**src/rtl/cheri_pkg.sv**
```systemverilog
// Shared types for the CHERI stack-zeroization LSU arbiter.
// Defines the arbiter FSM states and the owner tags stored per outstanding LSU transaction.
package cheri_pkg;

  typedef enum logic [1:0] {
    ARB_IDLE = 2'd0,
    ARB_CORE = 2'd1,
    ARB_STKZ = 2'd2
  } arb_state_t;

  localparam logic LSU_OWNER_CORE = 1'b0;
  localparam logic LSU_OWNER_STKZ = 1'b1;

endpackage

```
**src/rtl/cheri_owner_fifo.sv**
```systemverilog
// Owner-tag FIFO: one bit per issued LSU transaction, popped as in-order responses return.
// A push and a pop in the same cycle are legal, including when the FIFO is full.
module cheri_owner_fifo #(
  parameter int unsigned Depth = 2
) (
  input  logic clk_i,
  input  logic rst_ni,
  input  logic push_i,
  input  logic push_data_i,
  input  logic pop_i,
  output logic full_o,
  output logic empty_o,
  output logic head_o
);

  localparam int unsigned AW = (Depth > 1) ? $clog2(Depth) : 1;
  localparam int unsigned CW = $clog2(Depth + 1);

  logic [(2**AW)-1:0] mem_q;
  logic [AW-1:0]      wr_q, rd_q;
  logic [CW-1:0]      cnt_q;
  logic               do_push, do_pop;

  function automatic logic [AW-1:0] ptr_inc(input logic [AW-1:0] p);
    return (p == AW'(Depth - 1)) ? '0 : p + 1'b1;
  endfunction

  assign empty_o = (cnt_q == '0);
  assign full_o  = (cnt_q == CW'(Depth));
  assign head_o  = mem_q[rd_q];
  assign do_pop  = pop_i && !empty_o;
  assign do_push = push_i && (!full_o || do_pop);

  always_ff @(posedge clk_i or negedge rst_ni) begin
    if (!rst_ni) begin
      mem_q <= '0;
      wr_q  <= '0;
      rd_q  <= '0;
      cnt_q <= '0;
    end else begin
      if (do_push) begin
        mem_q[wr_q] <= push_data_i;
        wr_q        <= ptr_inc(wr_q);
      end
      if (do_pop) rd_q <= ptr_inc(rd_q);
      case ({do_push, do_pop})
        2'b10:   cnt_q <= cnt_q + 1'b1;
        2'b01:   cnt_q <= cnt_q - 1'b1;
        default: cnt_q <= cnt_q;
      endcase
    end
  end

endmodule

```
**src/rtl/cheri_stkz_lsu_arb.sv**
```systemverilog
// Shares the single LSU request port between the core load/store path and the stack zeroizer.
// Grants pass straight through to the LSU mux; responses are steered back using an owner-tag FIFO.
module cheri_stkz_lsu_arb
  import cheri_pkg::*;
#(
  parameter int unsigned DataWidth        = 33,
  parameter int unsigned MaxCoreBurst     = 4,
  parameter int unsigned OutstandingDepth = 2
) (
  input  logic                 clk_i,
  input  logic                 rst_ni,
  input  logic                 core_req_i,
  input  logic                 core_we_i,
  input  logic                 core_is_cap_i,
  input  logic [31:0]          core_addr_i,
  input  logic [DataWidth-1:0] core_raw_wdata_i,
  output logic                 core_req_done_o,
  output logic                 core_resp_valid_o,
  output logic                 core_resp_err_o,
  input  logic                 stkz_req_i,
  input  logic                 stkz_we_i,
  input  logic                 stkz_is_cap_i,
  input  logic [31:0]          stkz_addr_i,
  input  logic [DataWidth-1:0] stkz_raw_wdata_i,
  input  logic                 stkz_abort_i,
  output logic                 lsu_stkz_req_done_o,
  output logic                 lsu_stkz_resp_valid_o,
  output logic                 lsu_stkz_resp_err_o,
  output logic                 lsu_req_o,
  output logic                 lsu_we_o,
  output logic                 lsu_is_cap_o,
  output logic [31:0]          lsu_addr_o,
  output logic [DataWidth-1:0] lsu_raw_wdata_o,
  input  logic                 lsu_req_done_i,
  input  logic                 lsu_resp_valid_i,
  input  logic                 lsu_resp_err_i,
  output logic                 arb_err_o
);

  arb_state_t state_q, state_d;
  logic [3:0] burst_q, burst_d;
  logic       arb_err_q, arb_err_d;
  logic       gnt_core, gnt_stkz, accept, pop, can_issue;
  logic       fifo_full, fifo_empty, fifo_head;

  assign pop       = lsu_resp_valid_i && !fifo_empty;
  assign can_issue = !fifo_full || pop;

  // Owner states only re-check their own requester: a withdrawal drops the grant immediately.
  always_comb begin
    gnt_core = 1'b0;
    gnt_stkz = 1'b0;
    case (state_q)
      ARB_IDLE: if (can_issue) begin
        if (stkz_req_i && (stkz_abort_i || burst_q >= 4'(MaxCoreBurst) || !core_req_i))
          gnt_stkz = 1'b1;
        else if (core_req_i)
          gnt_core = 1'b1;
      end
      ARB_CORE: gnt_core = core_req_i;
      ARB_STKZ: gnt_stkz = stkz_req_i;
      default: ;
    endcase
  end

  assign accept = (gnt_core || gnt_stkz) && lsu_req_done_i;

  always_comb begin
    state_d   = state_q;
    burst_d   = burst_q;
    arb_err_d = arb_err_q || (lsu_resp_valid_i && fifo_empty);
    case (state_q)
      ARB_IDLE: if (!lsu_req_done_i) begin
        if (gnt_stkz)      state_d = ARB_STKZ;
        else if (gnt_core) state_d = ARB_CORE;
      end
      ARB_CORE: if (!core_req_i || lsu_req_done_i) state_d = ARB_IDLE;
      ARB_STKZ: if (!stkz_req_i || lsu_req_done_i) state_d = ARB_IDLE;
      default:  state_d = ARB_IDLE;
    endcase
    if (!stkz_req_i || (accept && gnt_stkz))
      burst_d = '0;
    else if (accept && gnt_core && burst_q < 4'(MaxCoreBurst))
      burst_d = burst_q + 1'b1;
  end

  always_ff @(posedge clk_i or negedge rst_ni) begin
    if (!rst_ni) begin
      state_q   <= ARB_IDLE;
      burst_q   <= '0;
      arb_err_q <= 1'b0;
    end else begin
      state_q   <= state_d;
      burst_q   <= burst_d;
      arb_err_q <= arb_err_d;
    end
  end

  cheri_owner_fifo #(.Depth(OutstandingDepth)) u_owner_fifo (
    .clk_i       (clk_i),
    .rst_ni      (rst_ni),
    .push_i      (accept),
    .push_data_i (gnt_stkz ? LSU_OWNER_STKZ : LSU_OWNER_CORE),
    .pop_i       (pop),
    .full_o      (fifo_full),
    .empty_o     (fifo_empty),
    .head_o      (fifo_head)
  );

  assign lsu_req_o       = gnt_core || gnt_stkz;
  assign lsu_we_o        = gnt_stkz ? stkz_we_i        : (gnt_core ? core_we_i        : 1'b0);
  assign lsu_is_cap_o    = gnt_stkz ? stkz_is_cap_i    : (gnt_core ? core_is_cap_i    : 1'b0);
  assign lsu_addr_o      = gnt_stkz ? stkz_addr_i      : (gnt_core ? core_addr_i      : '0);
  assign lsu_raw_wdata_o = gnt_stkz ? stkz_raw_wdata_i : (gnt_core ? core_raw_wdata_i : '0);

  assign core_req_done_o     = gnt_core && lsu_req_done_i;
  assign lsu_stkz_req_done_o = gnt_stkz && lsu_req_done_i;

  assign core_resp_valid_o     = pop && (fifo_head == LSU_OWNER_CORE);
  assign core_resp_err_o       = core_resp_valid_o && lsu_resp_err_i;
  assign lsu_stkz_resp_valid_o = pop && (fifo_head == LSU_OWNER_STKZ);
  assign lsu_stkz_resp_err_o   = lsu_stkz_resp_valid_o && lsu_resp_err_i;
  assign arb_err_o             = arb_err_q;

endmodule

```
**config.mk**
```make
export PLATFORM = sky130hd
export DESIGN_NAME = cheri_stkz_lsu_arb
export DESIGN_NICKNAME = d
export VERILOG_FILES = /design/src/rtl/cheri_pkg.sv /design/src/rtl/cheri_owner_fifo.sv /design/src/rtl/cheri_stkz_lsu_arb.sv
export SDC_FILE = /design/constraint.sdc
export NUM_CORES = 1
export LEC_CHECK = 0
export BUFFER_PORTS_ARGS = -buffer_cell sky130_fd_sc_hd__buf_2
export CAP_MARGIN = 10
export CORE_AREA = 2 2 83 85
export CTS_CLUSTER_SIZE = 20
export DETAILED_ROUTE_END_ITERATION = 7
export DIE_AREA = 0 0 85 87
export PLACE_DENSITY = 0.62
export SLEW_MARGIN = 20
export SYNTH_ARGS = -nofsm -noshare
export SYNTH_HDL_FRONTEND = slang
export SYNTH_SLANG_ARGS = --single-unit
```
**constraint.sdc**
```tcl
create_clock -name clk_i -period 5.4 [get_ports clk_i]
set_clock_uncertainty 0.2 [all_clocks]
set_input_delay 1.08 -clock clk_i [delete_from_list [all_inputs] [get_ports clk_i]]
set_output_delay 1.08 -clock clk_i [all_outputs]
set_load 0.01 [all_outputs]
```
==> summary.md, run 1 <==
| Metric | Value |
|---|---|
| DR vias | `2,096` |
| Initial antenna violation count | `4` |
| Distinct cell type count after synthesis | `31` |
| Ys flop type | `dfrtp_1` |
| DRC Markers | `0` |
| Final-report hold violation count | `0` |
| GR Util met2 | `27.49%` |
| Logic gate share of total power | `65.5%` |
| WP data required | `between 4 and 5 ns` |
| Nets@finish | `504` |
| CTS buffer count | `3` |
| P_int | `between 300 and 400 uW` |
| Vias in the first global route | `approximately 1.9k` |
| Iter 0 DRT Violations | `39` |
| Hold-fix buffers, CTS | `0` |
| Design area | `roughly 2500 um^2` |
| Setup crit end kind | `output port` |
| Period minus WS final | `4.473 ns` |
| Total grt overflow | `0` |
| Worst-path clk slew | `around 0.050 ns` |
| Synthesized instance count | `154` |
| Synth top area cells | `a22o_1, dfrtp_1, buf_6` |
| CP Max Fanout | `41` |
| Initial Utilization | `roughly a fifth` |
| DP HPWL | `just under 6 mm` |
| Pins Over Slew Limit | `0` |
| Finish-stage setup viols | `0` |
| Final estimated routing congestion in global placement | `0.8091` |
| CTS root buffer | `clkbuf_8` |
| Antenna viol nets, final | `0` |
| Layout cells sized above 1 | `62.40%` |
| Setup TNS | `0 ns` |
| Sequential fraction of the synthesis area | `23.64%` |
| Die height | `between 80 and 90 um` |
| FP Rows | `30` |
| Most common cell in the netlist | `a22o_1` |
| Synthesized cell area | `between 1000 and 1500 um^2` |
| Setup Fix Bufs, Post-CTS | `0` |
| #FFs+latches synth | `13` |
| DP Area | `2470 um^2` |
| Pwr per Cell Area | `263.8 nW/um^2` |
| Ys async rst share | `100.0%` |
| Number of flops mapped to enable cells by yosys | `0` |
| Dominant cell type by area after synthesis | `a22o_1` |
| Routed wire length | `6.994 mm` |
| Met3 Track Usage GR | `7.678%` |
| Chip width | `around 85 um` |
| Met1 Track Usage GR | `a little over a fifth` |
| Global routing's busiest layer | `met2` |
| Area grow syn2layout | `83.64%` |
| Design Power | `666.7 uW` |
| Slew Limit Headroom | `43.67%` |
| First-pass GRT wire length | `9.825 mm` |
| Synth top area share | `42.64%` |
| Highest clock rate | `223.6 MHz` |
| Seq pwr share | `22.0%` |
| Crit path kind | `input port to output port` |
| I/O pin cnt | `217` |
| CTS tree | `done` |
| Die area | `between 7000 and 8000 um^2` |
| Sw frac | `41.99%` |
| H-Tree Depth | `1` |
| P_leak | `0.001492 uW` |
| Largest net degree at the start of global routing | `42` |
| Synthesis warning total | `0` |
| Total GRT Usage | `16.61%` |
| Clock buffer depth | `2` |
| Port bufs | `216` |
| CP max stage delay | `~0.84 ns` |
| Syn nets | `298` |
| Clk pwr share | `roughly an eighth` |
| Status | `complete, no violations` |
| Slew of the pin with the lowest slew margin | `0.8450 ns` |
| CP Data Arrival Time | `~3.2 ns` |
| CORE AREA | `6569 um^2` |
| RSZ-0062 raised after global routing | `no` |
| Wire per inst | `15.75 um` |
| Avg Vias per Cell | `between 4 and 5` |
| Synth top cells by count | `a22o_1, dfrtp_1, nor2_1` |
| Post-CTS sizing | `0` |
| Hold WC Path Type | `flop to flop` |
| CP max stage cell | `o221a_2` |
| DRT Pass-1 Iters | `4` |
| Max-cap violation count | `0` |
| Final period utilization | `between 80% and 90%` |
| CP cell instances | `buf_2 > nor4b_1 > o221a_2 > buf_4 > a22o_1 > buf_2` |
| Clock tree sinks | `13` |
| Clock latency at the later pin of the worst-skew pair | `0.23 ns` |
| Switching pwr | `280.0 uW` |
| Nature of the critical path startpoint | `input port` |
| CP most frequent cell | `buf_2` |
| Syn avg cell area | `8.937 um^2` |
| VDD IR max | `0.1098 mV` |
logic make-up after synthesis:
group / Yosys count / synth area share [%]
adder cells (fa/ha/maj): 2 / 1.818
multiplexers: 1 / 0.7273
buffers and inverters: 20 / 8.818
XOR/XNOR: 5 / 3.182
flip-flops: 13 / 23.64
AND/OR/NAND/NOR: 28 / 11.00
AO/OA/AOI/OAI: 85 / 50.82
layer usage:
metal  vias to the layer above  wire (um)  share of wire (%)
li1                       1035          -                  -
met1                       942       2833                 41
met5                         -          0                  0
met2                       119       3287                 47
met3                         0        873                 12
met4                         0          0                  0
stage by stage:
| step | utilization, % | setup WS, ns | std cells | hold WS, ns |
|---|---|---|---|---|
| after floorplan | - | 1.793 | 154 | 0.2599 |
| after global placement | 37.60 | 1.049 | 435 | 0.2343 |
| after detailed placement | 37.60 | 0.9692 | 435 | 0.2465 |
| after CTS | 38.29 | 0.9651 | 439 | 0.2592 |
| final | 38.48 | 0.9273 | 444 | 0.2535 |
| after global routing | 38.29 | 0.7777 | 439 | 0.2802 |
final timing paths:
kind / depth (start not counted) / from / to / slack (ns)
min in group asynchronous: 1 / rst_ni / state_q[1] / 0.53
min reg2reg: 1 / arb_err_o / arb_err_o / 0.25
min: 1 / arb_err_o / arb_err_o / 0.25
max: 6 / stkz_abort_i / lsu_raw_wdata_o[23] / 0.93
max in group asynchronous: 1 / rst_ni / u_owner_fifo.mem_q[1] / 4.25
max reg2reg: 4 / burst_q[3] / burst_q[1] / 3.10
cell usage in the layout (no fill, tap or decap):
master	count
buf_4	2
or3b_1	1
nand2_1	2
dfrtp_1	13
nor2_4	1
clkbuf_1	1
inv_1	3
mux2i_1	1
nor2_1	10
a21oi_1	2
nand3b_1	1
xnor2_1	4
and2_1	2
nand2b_1	3
o221ai_1	1
buf_2	216
o21ai_0	10
nand3_1	1
o211ai_1	1
nor2b_1	2
a41oi_1	1
clkbuf_8	3
a22o_1	67
nand4_1	1
o221a_2	1
ha_1	2
a21oi_2	1
nor4b_1	1
or4b_1	1
xor2_1	1
diode_2	5
and3_1	1
or3_1	1
a21o_1	1
layout make-up:
type	instances	area, um^2
fillers	701	4041
repair buffers	218	1096
multi-input cells	121	937.1
flip-flops and latches	13	325.3
well taps	80	100.1
clock buffers	4	45.04
diodes	5	12.51
inverters	3	11.26
registers in the layout, summed over array words and instances (netlist names):
name / count
arb_err_o: 1
state_q: 2
u_owner_fifo.cnt_q: 2
burst_q: 4
u_owner_fifo.mem_q: 2
u_owner_fifo.rd_q: 1
u_owner_fifo.wr_q: 1
critical path: cells and delay by family:
kind | cells | cell delay (ns)
buffers and inverters | 3 | 0.70
AOI/OAI and AO/OA | 2 | 1.03
and+or+nand+nor | 1 | 0.38
power groups by stage:
stage                     clock, uW  combinational [uW]  sequential (uW)
after global placement            0                 431              147
after floorplan                   0                 276              143
after detailed placement          0                 437              148
after global routing           89.7                 477              150
after CTS                      84.6                 440              146
final                          83.4                 437              146
Power figures use the tool's default switching activity.
==> run 2, diff against run 1 <==
--- a/config.mk
+++ b/config.mk
@@ -11,7 +11,7 @@
 export CTS_CLUSTER_SIZE = 20
 export DETAILED_ROUTE_END_ITERATION = 7
 export DIE_AREA = 0 0 85 87
-export PLACE_DENSITY = 0.62
+export PLACE_DENSITY = 0.64
 export SLEW_MARGIN = 20
 export SYNTH_ARGS = -nofsm -noshare
 export SYNTH_HDL_FRONTEND = slang
==> constraint.sdc (replaced) <==
create_clock -name clk_i -period 3.7 [get_ports clk_i]
set_clock_uncertainty 0.2 [all_clocks]
set_input_delay 0.74 -clock clk_i [delete_from_list [all_inputs] [get_ports clk_i]]
set_output_delay 0.74 -clock clk_i [all_outputs]
set_load 0.01 [all_outputs]
==> summary.md, run 2 (same netlist as run 1, synthesis figures left out) <==
| Metric | Value |
|---|---|
| Slew of the pin with the lowest slew margin | `0.8547 ns (was 0.8450 ns)` |
| Routed wire length | `7.164 mm (was 6.994 mm)` |
| Nets@finish | `507 (was 504)` |
| Die height | `87 um (unchanged)` |
| CP cell instances | `buf_2 > or3b_1 > a21oi_2 > nor2_4 > buf_4 > a22o_1 > buf_2 (was buf_2 > nor4b_1 > o221a_2 > buf_4 > a22o_1 > buf_2)` |
| Total GRT Usage | `16.85% (was 16.61%)` |
| Clock latency at the later pin of the worst-skew pair | `0.25 ns (was 0.23 ns)` |
| CP Data Arrival Time | `2.46 ns (was 3.19 ns)` |
| Hold WC Path Type | `input port to asynchronous set/reset pin (was flop to flop)` |
| Final-report hold violation count | `0 (unchanged)` |
| Post-CTS sizing | `0 (unchanged)` |
| Setup TNS | `0 ns (unchanged)` |
| Finish-stage setup viols | `0 (unchanged)` |
| Initial Utilization | `20.95% (unchanged)` |
| WP data required | `2.76 ns (was 4.12 ns)` |
| Setup crit end kind | `output port (unchanged)` |
| CP most frequent cell | `buf_2 (unchanged)` |
| Die area | `7395 um^2 (unchanged)` |
| DP HPWL | `6.010 mm (was 5.954 mm)` |
| Largest Register | `burst_q (unchanged)` |
| RSZ-0062 raised after global routing | `no (unchanged)` |
| VDD IR max | `0.2149 mV (was 0.1098 mV)` |
| Avg Vias per Cell | `4.786 (was 4.721)` |
| Pins Over Slew Limit | `0 (unchanged)` |
| Nature of the critical path startpoint | `input port (unchanged)` |
| Utilization after layout | `39.07% (was 38.48%)` |
| First-pass GRT wire length | `9.860 mm (was 9.825 mm)` |
| CTS buffer count | `3 (unchanged)` |
| Highest clock rate | `294.4 MHz` |
| FP Rows | `30 (unchanged)` |
| CP max stage delay | `0.65 ns (was 0.84 ns)` |
| Layout cells sized above 1 | `62.98% (was 62.40%)` |
| Most frequent cells in the layout | `buf_2, a22o_1, dfrtp_1, o21ai_0, nor2_1 (unchanged)` |
| Clock buffer depth | `2 (unchanged)` |
| Final estimated routing congestion in global placement | `0.8701 (was 0.8091)` |
| Crit path kind | `input port to output port (unchanged)` |
| Setup Fix Bufs, Post-CTS | `0 (unchanged)` |
| CORE AREA | `6569 um^2 (unchanged)` |
| Worst-path clk slew | `0.05 ns (about the same)` |
| DRC Markers | `0 (unchanged)` |
| Slew Limit Headroom | `42.88% (was 43.67%)` |
| Pwr per Cell Area | `386.6 nW/um^2 (was 263.8 nW/um^2)` |
| Most common cell after layout, fill and taps aside | `buf_2 (unchanged)` |
| Period minus WS final | `between 3 and 4 ns` |
| Vias in the first global route | `1,888 (was 1,894)` |
| Antenna viol nets, final | `0 (unchanged)` |
| Initial antenna violation count | `9 (was 4)` |
| CP Max Fanout | `40 (was 41)` |
| Hold-fix buffers, CTS | `0 (unchanged)` |
| Clock tree sinks | `13 (unchanged)` |
| DR vias | `2,144 (was 2,096)` |
| Largest net degree at the start of global routing | `45 (was 42)` |
| DRT Pass-1 Iters | `4 (unchanged)` |
| Port bufs | `216 (unchanged)` |
| Area grow syn2layout | `86.45% (was 83.64%)` |
| Max FFs per register | `4 (unchanged)` |
| Bufs and invs on worst path | `3 (unchanged)` |
| Status | `complete, no violations (unchanged)` |
| Iter 0 DRT Violations | `51 (was 39)` |
| Total grt overflow | `0 (unchanged)` |
| Critical path's top delay family | `simple AND/OR/NAND/NOR gates (was compound AO/OA/AOI/OAI gates)` |
| P_leak | `0.001513 uW (was 0.001492 uW)` |
| CTS root buffer | `clkbuf_8 (unchanged)` |
| Chip width | `85 um (unchanged)` |
| CTS tree | `done (unchanged)` |
| CP max stage cell | `nor2_4 (was o221a_2)` |
| Final period utilization | `91.81%` |
| I/O pin cnt | `217 (unchanged)` |
| Max-cap violation count | `0 (unchanged)` |
| Wire per inst | `15.99 um (was 15.75 um)` |
| H-Tree Depth | `1 (unchanged)` |
-- run 2: cell types whose count changed in the layout (fill, tap and decap cells not counted) --
cell / delta
clkinv_2: +1
buf_4: +2
diode_2: +1
clkbuf_1: -1
buf_12: +1
-- run 2: worst reg2reg max path, cell delays in order, from the launching register on --
cell,delay (ns)
dfrtp_1,0.43
or3b_1,0.45
buf_4,0.18
o211ai_1,0.19
ha_1,0.33
nor2_1,0.13
xor2_1,0.15
-- run 2: stage by stage --
stage	hold slack (ns)	setup slack, ns	cell area (um^2)	power [uW]	cells
CTS	0.1772	0.2335	2551	1006	442
global route	0.1790	0.1022	2556	1078	444
finish	0.1738	0.3030	2566	992.1	448
detailed placement	0.2421	0.2333	2505	870.7	438
floorplan	0.2444	0.7730	1376	611.5	154
global placement	0.2477	0.3199	2505	856.0	438
-- run 2: path summary, 6_finish.rpt --
kind / from / endpoint / slack [ns] / cells past startpoint
min in group clk_i: arb_err_o / arb_err_o / 0.25 / 1
hold / removal: rst_ni / u_owner_fifo.cnt_q[1] / 0.17 / 1
setup reg to reg: u_owner_fifo.cnt_q[0] / u_owner_fifo.cnt_q[1] / 1.57 / 6
max in group asynchronous: rst_ni / state_q[1] / 2.90 / 1
hold reg to reg: arb_err_o / arb_err_o / 0.25 / 1
setup / recovery: lsu_resp_valid_i / lsu_raw_wdata_o[8] / 0.30 / 7
-- run 2: per-layer routing --
layer / up-vias / share of wire, % / global-route usage (%)
met1: 966 / 40 / 20.62
met2: 118 / 45 / 26.42
met3: 12 / 14 / 9.479
met5: - / 0.49 / 0
li1: 1042 / - / -
met4: 6 / 0.81 / 2.597
-- run 2: power by group --
| part | internal [uW] | switching [uW] |
|---|---|---|
| registers | 181 | 33.1 |
| clock network | 74.5 | 52.5 |
| logic | 320 | 331 |
-- run 2: final cells by class --
type	instances	area, um^2
Antenna cell	6	15.01
Clock buffer	3	41.29
Clock inverter	1	5.005
Fill cell	705	4003
Inverter	3	11.26
Multi-Input combinational cell	121	937.1
Sequential cell	13	325.3
Tap cell	80	100.1
Timing Repair Buffer	221	1131
